File: config.mk
export PLATFORM = sky130hd
export DESIGN_NAME = aftab_divider
export DESIGN_NICKNAME = d
export VERILOG_FILES = /design/src/rtl/aftab_divider_pkg.sv /design/src/rtl/aftab_divider_controller.sv /design/src/rtl/aftab_divider.sv
export SDC_FILE = /design/constraint.sdc
export NUM_CORES = 1
export LEC_CHECK = 0
export BUFFER_PORTS_ARGS = -buffer_cell sky130_fd_sc_hd__buf_4
export CORE_MARGIN = 3
export CORE_UTILIZATION = 45
export CTS_BUF_LIST = sky130_fd_sc_hd__clkbuf_8 sky130_fd_sc_hd__clkbuf_16
export CTS_CLUSTER_SIZE = 12
export DETAILED_ROUTE_END_ITERATION = 16
export GPL_TIMING_DRIVEN = 0
export PLACE_DENSITY = 0.7
export SYNTH_ARGS = -nofsm -noshare
export SYNTH_HDL_FRONTEND = slang
export SYNTH_SLANG_ARGS = --single-unit
File: constraint.sdc
create_clock -name clk -period 2.9 [get_ports clk]
set_input_delay 0.145 -clock clk [delete_from_list [all_inputs] [get_ports clk]]
set_output_delay 0.145 -clock clk [all_outputs]
set_load 0.01 [all_outputs]
File: src/rtl/aftab_divider_pkg.sv
// Shared constants for the AFTAB radix-2 restoring divider.
package aftab_divider_pkg;

    // Controller state encoding.
    localparam logic [1:0] DIV_IDLE = 2'd0;
    localparam logic [1:0] DIV_RUN  = 2'd1;
    localparam logic [1:0] DIV_DONE = 2'd2;

    // Default operand width used by the AAU.
    localparam int DIV_SIZE = 33;

    // Width of the step counter; it must hold the value DIV_SIZE.
    localparam int DIV_CNT_W = $clog2(DIV_SIZE + 1);

endpackage

File: src/rtl/aftab_divider_controller.sv
// Control path of the divider: state register, step counter and the
// load / shift / busy / done strobes for the datapath in the top module.
module aftab_divider_controller
    import aftab_divider_pkg::*;
#(
    parameter int size = DIV_SIZE
) (
    input  logic       clk,
    input  logic       rst,
    input  logic       start,
    input  logic       divisor_zero,
    output logic       load,
    output logic       load_dbz,
    output logic       shift,
    output logic       busy,
    output logic       done,
    output logic [1:0] state
);

    localparam int CW = $clog2(size + 1);

    logic [1:0]    state_q, state_d;
    logic [CW-1:0] count_q, count_d;

    // State and step counter registers; reset aborts any division in flight.
    always_ff @(posedge clk or negedge rst) begin
        if (!rst) begin
            state_q <= DIV_IDLE;
            count_q <= '0;
        end else begin
            state_q <= state_d;
            count_q <= count_d;
        end
    end

    // Next-state logic: start is only honoured in IDLE, nothing is queued.
    always_comb begin
        state_d = state_q;
        count_d = count_q;
        case (state_q)
            DIV_IDLE: begin
                if (start) begin
                    if (divisor_zero) begin
                        state_d = DIV_DONE;
                    end else begin
                        state_d = DIV_RUN;
                        count_d = CW'(size);
                    end
                end
            end
            DIV_RUN: begin
                count_d = count_q - CW'(1);
                if (count_q == CW'(1)) begin
                    state_d = DIV_DONE;
                end
            end
            DIV_DONE: state_d = DIV_IDLE;
            default:  state_d = DIV_IDLE;
        endcase
    end

    // Output decode: datapath strobes plus registered-state status flags.
    always_comb begin
        load     = (state_q == DIV_IDLE) && start && !divisor_zero;
        load_dbz = (state_q == DIV_IDLE) && start && divisor_zero;
        shift    = (state_q == DIV_RUN);
        busy     = (state_q != DIV_IDLE);
        done     = (state_q == DIV_DONE);
        state    = state_q;
    end

endmodule

File: src/rtl/aftab_divider.sv
// AFTAB sequential unsigned restoring divider, one quotient bit per clock.
// Start/done handshake: start is sampled only while idle; the edge that sees
// start=1 in IDLE accepts the operands. done pulses for one cycle when
// quotient/remainder/dbz are valid; they hold until the next accepted start.
module aftab_divider
    import aftab_divider_pkg::*;
#(
    parameter int size = DIV_SIZE
) (
    input  logic            clk,
    input  logic            rst,
    input  logic            start,
    input  logic [size-1:0] dividend,
    input  logic [size-1:0] divisor,
    output logic            busy,
    output logic            done,
    output logic            dbz,
    output logic [size-1:0] quotient,
    output logic [size-1:0] remainder,
    output logic [1:0]      dbg_state
);

    logic load, load_dbz, shift;

    // Partial remainder is size+1 bits so the trial subtraction cannot wrap.
    logic [size:0]   r_q, r_d;
    logic [size-1:0] q_q, q_d;
    logic [size-1:0] d_q, d_d;
    logic            dbz_q, dbz_d;

    // The shifted value carries the old top bit of R so the sign of the
    // trial difference is taken one bit above R; R's top bit is always 0.
    logic [size+1:0] r_shift;
    logic [size+1:0] trial;

    aftab_divider_controller #(
        .size(size)
    ) u_ctrl (
        .clk         (clk),
        .rst         (rst),
        .start       (start),
        .divisor_zero(divisor == '0),
        .load        (load),
        .load_dbz    (load_dbz),
        .shift       (shift),
        .busy        (busy),
        .done        (done),
        .state       (dbg_state)
    );

    // Datapath registers: remainder, quotient/dividend, divisor, dbz flag.
    always_ff @(posedge clk or negedge rst) begin
        if (!rst) begin
            r_q   <= '0;
            q_q   <= '0;
            d_q   <= '0;
            dbz_q <= 1'b0;
        end else begin
            r_q   <= r_d;
            q_q   <= q_d;
            d_q   <= d_d;
            dbz_q <= dbz_d;
        end
    end

    // Load operands, or perform one shift/trial-subtract/restore step.
    always_comb begin
        r_shift = {r_q, q_q[size-1]};
        trial   = r_shift - {2'b00, d_q};
        r_d     = r_q;
        q_d     = q_q;
        d_d     = d_q;
        dbz_d   = dbz_q;
        if (load) begin
            r_d   = '0;
            q_d   = dividend;
            d_d   = divisor;
            dbz_d = 1'b0;
        end else if (load_dbz) begin
            // Divide by zero follows the RISC-V result convention.
            r_d   = {1'b0, dividend};
            q_d   = '1;
            dbz_d = 1'b1;
        end else if (shift) begin
            if (!trial[size+1]) begin
                r_d = trial[size:0];
                q_d = {q_q[size-2:0], 1'b1};
            end else begin
                r_d = r_shift[size:0];
                q_d = {q_q[size-2:0], 1'b0};
            end
        end
    end

    // Results come straight from the registers; no input-to-output path.
    always_comb begin
        dbz       = dbz_q;
        quotient  = q_q;
        remainder = r_q[size-1:0];
    end

endmodule

# Word level (Yosys, flattened, before mapping)
# Cells that the tools add are included.
# classes
add_sub_neg,2
mux,17
n_reduce_logical,12
magnitude_cmp,0
div,0
n_bitwise,0
multipliers,0
n_eq_ne,6
n_shift,0
# op_table
op,n
34-bit two-way mux,4
33-bit two-way mux,3
35-bit by 33-bit subtractor with 35-bit output,1
33-bit zero test,1
6-bit two-way mux,2
6-bit one-hot mux with 2 select lines,1
"6-bit by 1-bit == test with 1-bit output, second input constant",1
2-bit two-way mux,3
2-bit nonzero test,3
"6-bit by 1-bit subtractor with 6-bit output, second input constant",1
"2-bit inequality test, second input constant",2
2-bit one-hot mux with 2 select lines,1
1-bit logical AND,3
1-bit two-way mux,3
3-bit AND reduction,1
3-bit nonzero test,1
"2-bit by 1-bit == test with 1-bit output, second input constant",1
"2-bit == test, second input constant",1
2-bit zero test,1
"2-bit by 1-bit inequality test with 1-bit output, second input constant",1
2-bit AND reduction,1
1-bit zero test,1
# totals
wordCells,43
ff_bits,109
inputBits,69
ramBits,0
mem_bits_ro,0
n_memories,0
output_inout_bits,71
latchBits,0

# Longest topological paths before layout
# logic_depth
depth_word,5
ltp_mapped,15

# By module
# A second synthesis with hierarchy kept.
# unflattened
hier_cells,858
area_unflattened_um2,7556.0
# modules_own_cells
mod,seq_area_each_um2,cells_each,area_each_um2,instances
aftab_divider,2527.4,808,7064.3,1
aftab_divider_controller,200.2,50,491.7,1

# Worst setup path after synthesis
# Ideal clock, no wire load.
# synth_path
path_type,flip-flop to flip-flop
startpoint,register q_q[32] (netlist: quotient[32])
endpoint,register r_q[17]
arrival_ps,2815
synth_period_minus_slack_ps,2939
required_ps,2776
path_stages_with_launch,15
path_slack_ps,-39
setup_ps,124
path_cell_list,dfrtp_1 -> inv_1 -> ha_1 -> inv_1 -> fa_1 -> a21oi_1 -> o21a_1 -> o2bb2ai_2 -> o211a_4 -> o211a_1 -> and3_1 -> buf_6 -> mux2_4 -> a221oi_2 -> nor2_1
# synth_between
elab_chain_len,5
# synth_rtl
element,line,rtl
from (decl),aftab_divider.sv:27,"logic [size-1:0] q_q, q_d;"
from (signal assigned),aftab_divider.sv:60,q_q <= q_d;
35-bit by 33-bit subtractor with 35-bit output,aftab_divider.sv:69,"trial = r_shift - {2'b00, d_q};"
34-bit two-way mux,aftab_divider.sv:85,if (!trial[size+1]) begin
34-bit two-way mux,aftab_divider.sv:84,end else if (shift) begin
34-bit two-way mux,aftab_divider.sv:79,end else if (load_dbz) begin
34-bit two-way mux,aftab_divider.sv:74,if (load) begin
to (signal assigned),aftab_divider.sv:59,r_q <= r_d;
to (decl),aftab_divider.sv:26,"logic [size:0] r_q, r_d;"
# Every way passes these cells. The select of a mux whose other input is x is not followed.
# A chain may end at the register's enable or synchronous reset.

# Worst setup path after layout
# layout_path
startpoint,register q_q[32] (netlist: quotient[32])
endpoint,register r_q[8]
# The elaborated chain is that of the path after synthesis.

==> results.txt <==
----------------------------------------------------
[Die]
  Total Die Area ... between 15000 and 20000 sq um
  Vertical die dimension ... about 130 microns
  Initial core utilization ... between 40% and 50%
  I/O pin count ... 140
  Total core area ... roughly 15000 sq um
  Die span in x ... around 130 microns
  Std cell rows ... 45

[Critical path]
  Maximum fanout along the worst path ... 6
  Launching point of the worst reg2reg path ... quotient[32]
  Type of destination of the critical path ... register
  R2R depth ... 14
  Element type at the critical path start ... register
  Worst setup path category ... register to register
  Worst setup startpoint ... quotient[32]
  Crit path DAT ... 3150 ps
  Required time of the critical path ... ~3200 ps

[STA]
  Minimum clock period ... 2899 ps
  Final hold viol count ... 0
  Fin. max-slew vios ... 0
  Largest clock skew in the final design ... 10.18 ps
  Total Neg Setup Slack ... 0 ps
  Share of the clock period used by the worst path ... 99.95%
  Final number of setup-violating endpoints ... 0
  Worst Max-Slew Pin Slew ... 613.3 ps
  Max-slew headroom at the worst pin ... 59.11%
  RSZ-0062 raised after global routing ... yes
  Highest Clock Rate ... roughly 0.35 GHz
  Final setup slack of the worst path ... 1.497 ps

[Routing]
  Post-route DRC ... 0
  Wire length reported by the detailed router ... between 20000 and 25000 microns
  First-iteration detailed-routing DRC count ... about 640
  Average detailed-routed wire length per instance ... 18.64 microns
  Detailed Routing Iterations Pass 1 ... 5
  Detailed-route vias per instance ... roughly 5.6
  Count of antenna-violating nets left after detailed routing ... 0
  Vias ... between 6000 and 7000

[Min path]
  Hold path cells ... 3
  Path class of the lowest-slack min-delay path ... primary input to register
  Startpoint of the lowest-slack hold path ... divisor[19]

[Placement]
  DPL Wire Length ... ~18000 microns
  Placed Area ... about 8600 sq um
  Worst-case setup slack after placement ... -324.1 ps
  Gpl congestion ... 0.9362
  # port buffers ... 139

[Synthesis]
  Area contributors post-synth ... dfrtp_1 38%, ha_1 6.0%, o21ai_0 5.5%
  Most frequently used cell type in the post-synthesis netlist ... dfrtp_1
  Async set-or-reset flop fraction in the synthesized netlist ... 100.0%
  Cell type contributing the most total cell area after synthesis ... dfrtp_1
  Number of distinct library cells after synthesis ... 63
  Sequential-to-total area share from yosys stat ... between 30% and 40%
  Net count after synthesis ... 934
  Commonest cells in the netlist ... 109 x dfrtp_1, 87 x nand2_1, 80 x o21ai_0, 60 x nor2_1, 52 x a21oi_1
  Post-synthesis instance area ... around 7200 sq um
  Number of flops mapped to enable cells by yosys ... 0
  Gate count of the mapped netlist ... between 800 and 900
  Syn. warnings ... 0
  Synthesis-stage register bit count ... about 110
  Synth top area share ... approximately 38%
  Synthesized area per cell ... ~8.7 sq um
  Dominant synthesized flop cell ... dfrtp_1

[Layout]
  Number of nets in the finished design ... between 1000 and 1500
  Area growth from synthesis to layout ... 25.57%
  Fraction of final layout cells sized beyond drive strength 1 ... 29.12%
  Core utilization of the finished layout ... 58.74%
  Layout Cell Area excl Fill ... 9095 sq um
  Number of antenna diodes ... 0

[Pwr]
  Pwr dens ... approximately 1600 nW/um^2
  Total power consumption of the routed design ... 14.35 mW
  Worst vdd ir ... roughly 0.60 mV
  Static power due to leakage ... 4.034 nW

[Clocking]
  Clock sink count ... 109
  Deepest clock path buffer count ... 2
  Clock network latency to the later pin of the worst-skew pair ... approximately 360 ps
  Clock tree from TritonCTS ... done
  Clock buffers created by TritonCTS ... 9
  Number of H-tree levels ... 3
  Clock tree root driver cell ... clkbuf_16
  Clk pin slew, worst setup/hold paths ... about 80 ps

[Run]
  Number of max-capacitance violations reported ... 0

[Global route]
  Antenna violations before repair ... 0
  Vias in the first global route ... approximately 6500
  Global-route wire length before repair ... approximately 36000 microns
  Met1 Use GR ... 36.25%
  GRT met3 Usage ... around 3.7%
  Global Route met2 Usage ... 39.48%
  Largest net degree at the start of global routing ... 110
  Overall routing resource usage ... 25.28%
  Remaining Overflow, GRT ... 0
  Top Usage Layer GRT ... met2

[Run status]
  Outcome ... finished clean

----------------------------------------------------
-- sequential cells by signal (all words and copies together), names as in the netlist --
name and cells:
r_q 34, dbz 1, d_q 33, u_ctrl.state 2, u_ctrl.count_q 6, quotient 33
-- logic make-up (layout without fill, tap and decap cells) --
| logic type | after synthesis | after routing | share of synthesized area, % |
|---|---|---|---|
| XOR/XNOR | 34 | 34 | 4.111 |
| AO/OA/AOI/OAI | 252 | 252 | 21.89 |
| multiplexers | 48 | 48 | 7.307 |
| flip-flops | 109 | 109 | 37.66 |
| buffers and inverters | 122 | 282 | 8.395 |
| adder cells (fa/ha/maj) | 36 | 36 | 6.322 |
| AND/OR/NAND/NOR | 228 | 228 | 14.32 |
-- where the power goes --
part / internal (mW) / switching (mW)
clock network: 0.614 / 0.607
registers: 2.36 / 0.799
logic: 4.62 / 5.36
-- final timing paths --
path / endpoint / slack [ps]
min reg2reg: d_q[11] / 510
min in group asynchronous: d_q[4] / 210
min: d_q[19] / 20
max: r_q[8] / 1
max in group asynchronous: r_q[14] / 1990
max reg2reg: r_q[8] / 1
-- metrics by stage --
| stage | cells | hold WS (ps) |
|---|---|---|
| 5_1_grt | 1200 | 13.13 |
| 3_5_place_dp | 1179 | 389.7 |
| 2_1_floorplan | 829 | -150.6 |
| 4_1_cts | 1200 | 7.700 |
| 3_3_place_gp | 1179 | 380.8 |
| 6_report | 1200 | 17.13 |
-- per-layer routing --
layer | vias up | routed length [microns] | part of all wire (%)
li1 | 3260 | - | -
met1 | 3210 | 10210 | 46
met2 | 242 | 10260 | 46
met3 | 28 | 1436 | 6.4
met4 | 0 | 465 | 2.1
met5 | - | 0 | 0
-- placed cells by master (no fill, tap or decap), drive strengths merged, types with 6 or more instances in the layout --
master,netlist,layout
buf,42,188
dfrtp,109,109
nand2,87,87
o21ai,82,82
nor2,60,60
a21oi,54,54
clkbuf,38,46
inv,42,44
ha,35,35
mux2,33,33
o22ai,24,24
xnor2,21,21
nor3,20,20
a22oi,17,17
mux2i,15,15
xor2,13,13
o31ai,13,13
nand4,12,12
a31oi,12,12
nand3,11,11
nor4,10,10
a21o,9,9
and3,8,8
a211oi,8,8
nand2b,6,6
o211ai,6,6
-- area by class of cell --
cell class	count	area, sq um
flip-flops and latches	109	2731
clock inverters	5	45.04
clock buffers	10	239.0
well taps	211	264.0
repair buffers	149	1145
multi-input cells	598	4061
inverters	42	157.7
fillers	1439	6389
plain buffers	76	451.7
-- worst max-delay path, cell delays in order, from the launching register on --
cell and delay [ps]:
dfrtp_1 400, inv_2 90, ha_4 140, inv_2 40, fa_2 380, a21oi_4 150
o21a_1 150, o2bb2ai_2 80, o211a_4 250, o211a_1 230, and3_1 160, buf_6 130
mux2_4 300, a221oi_2 230, nor2_1 60
-- what timing repair did --
item	in CTS	in global routing
endpoints found under the setup margin	33	49
resized for setup	12	40
buffers inserted	7	1
pin swaps	9	2
hold buffers	0	1
endpoints found under the hold margin	0	27
(Power assumes the default switching activity.)
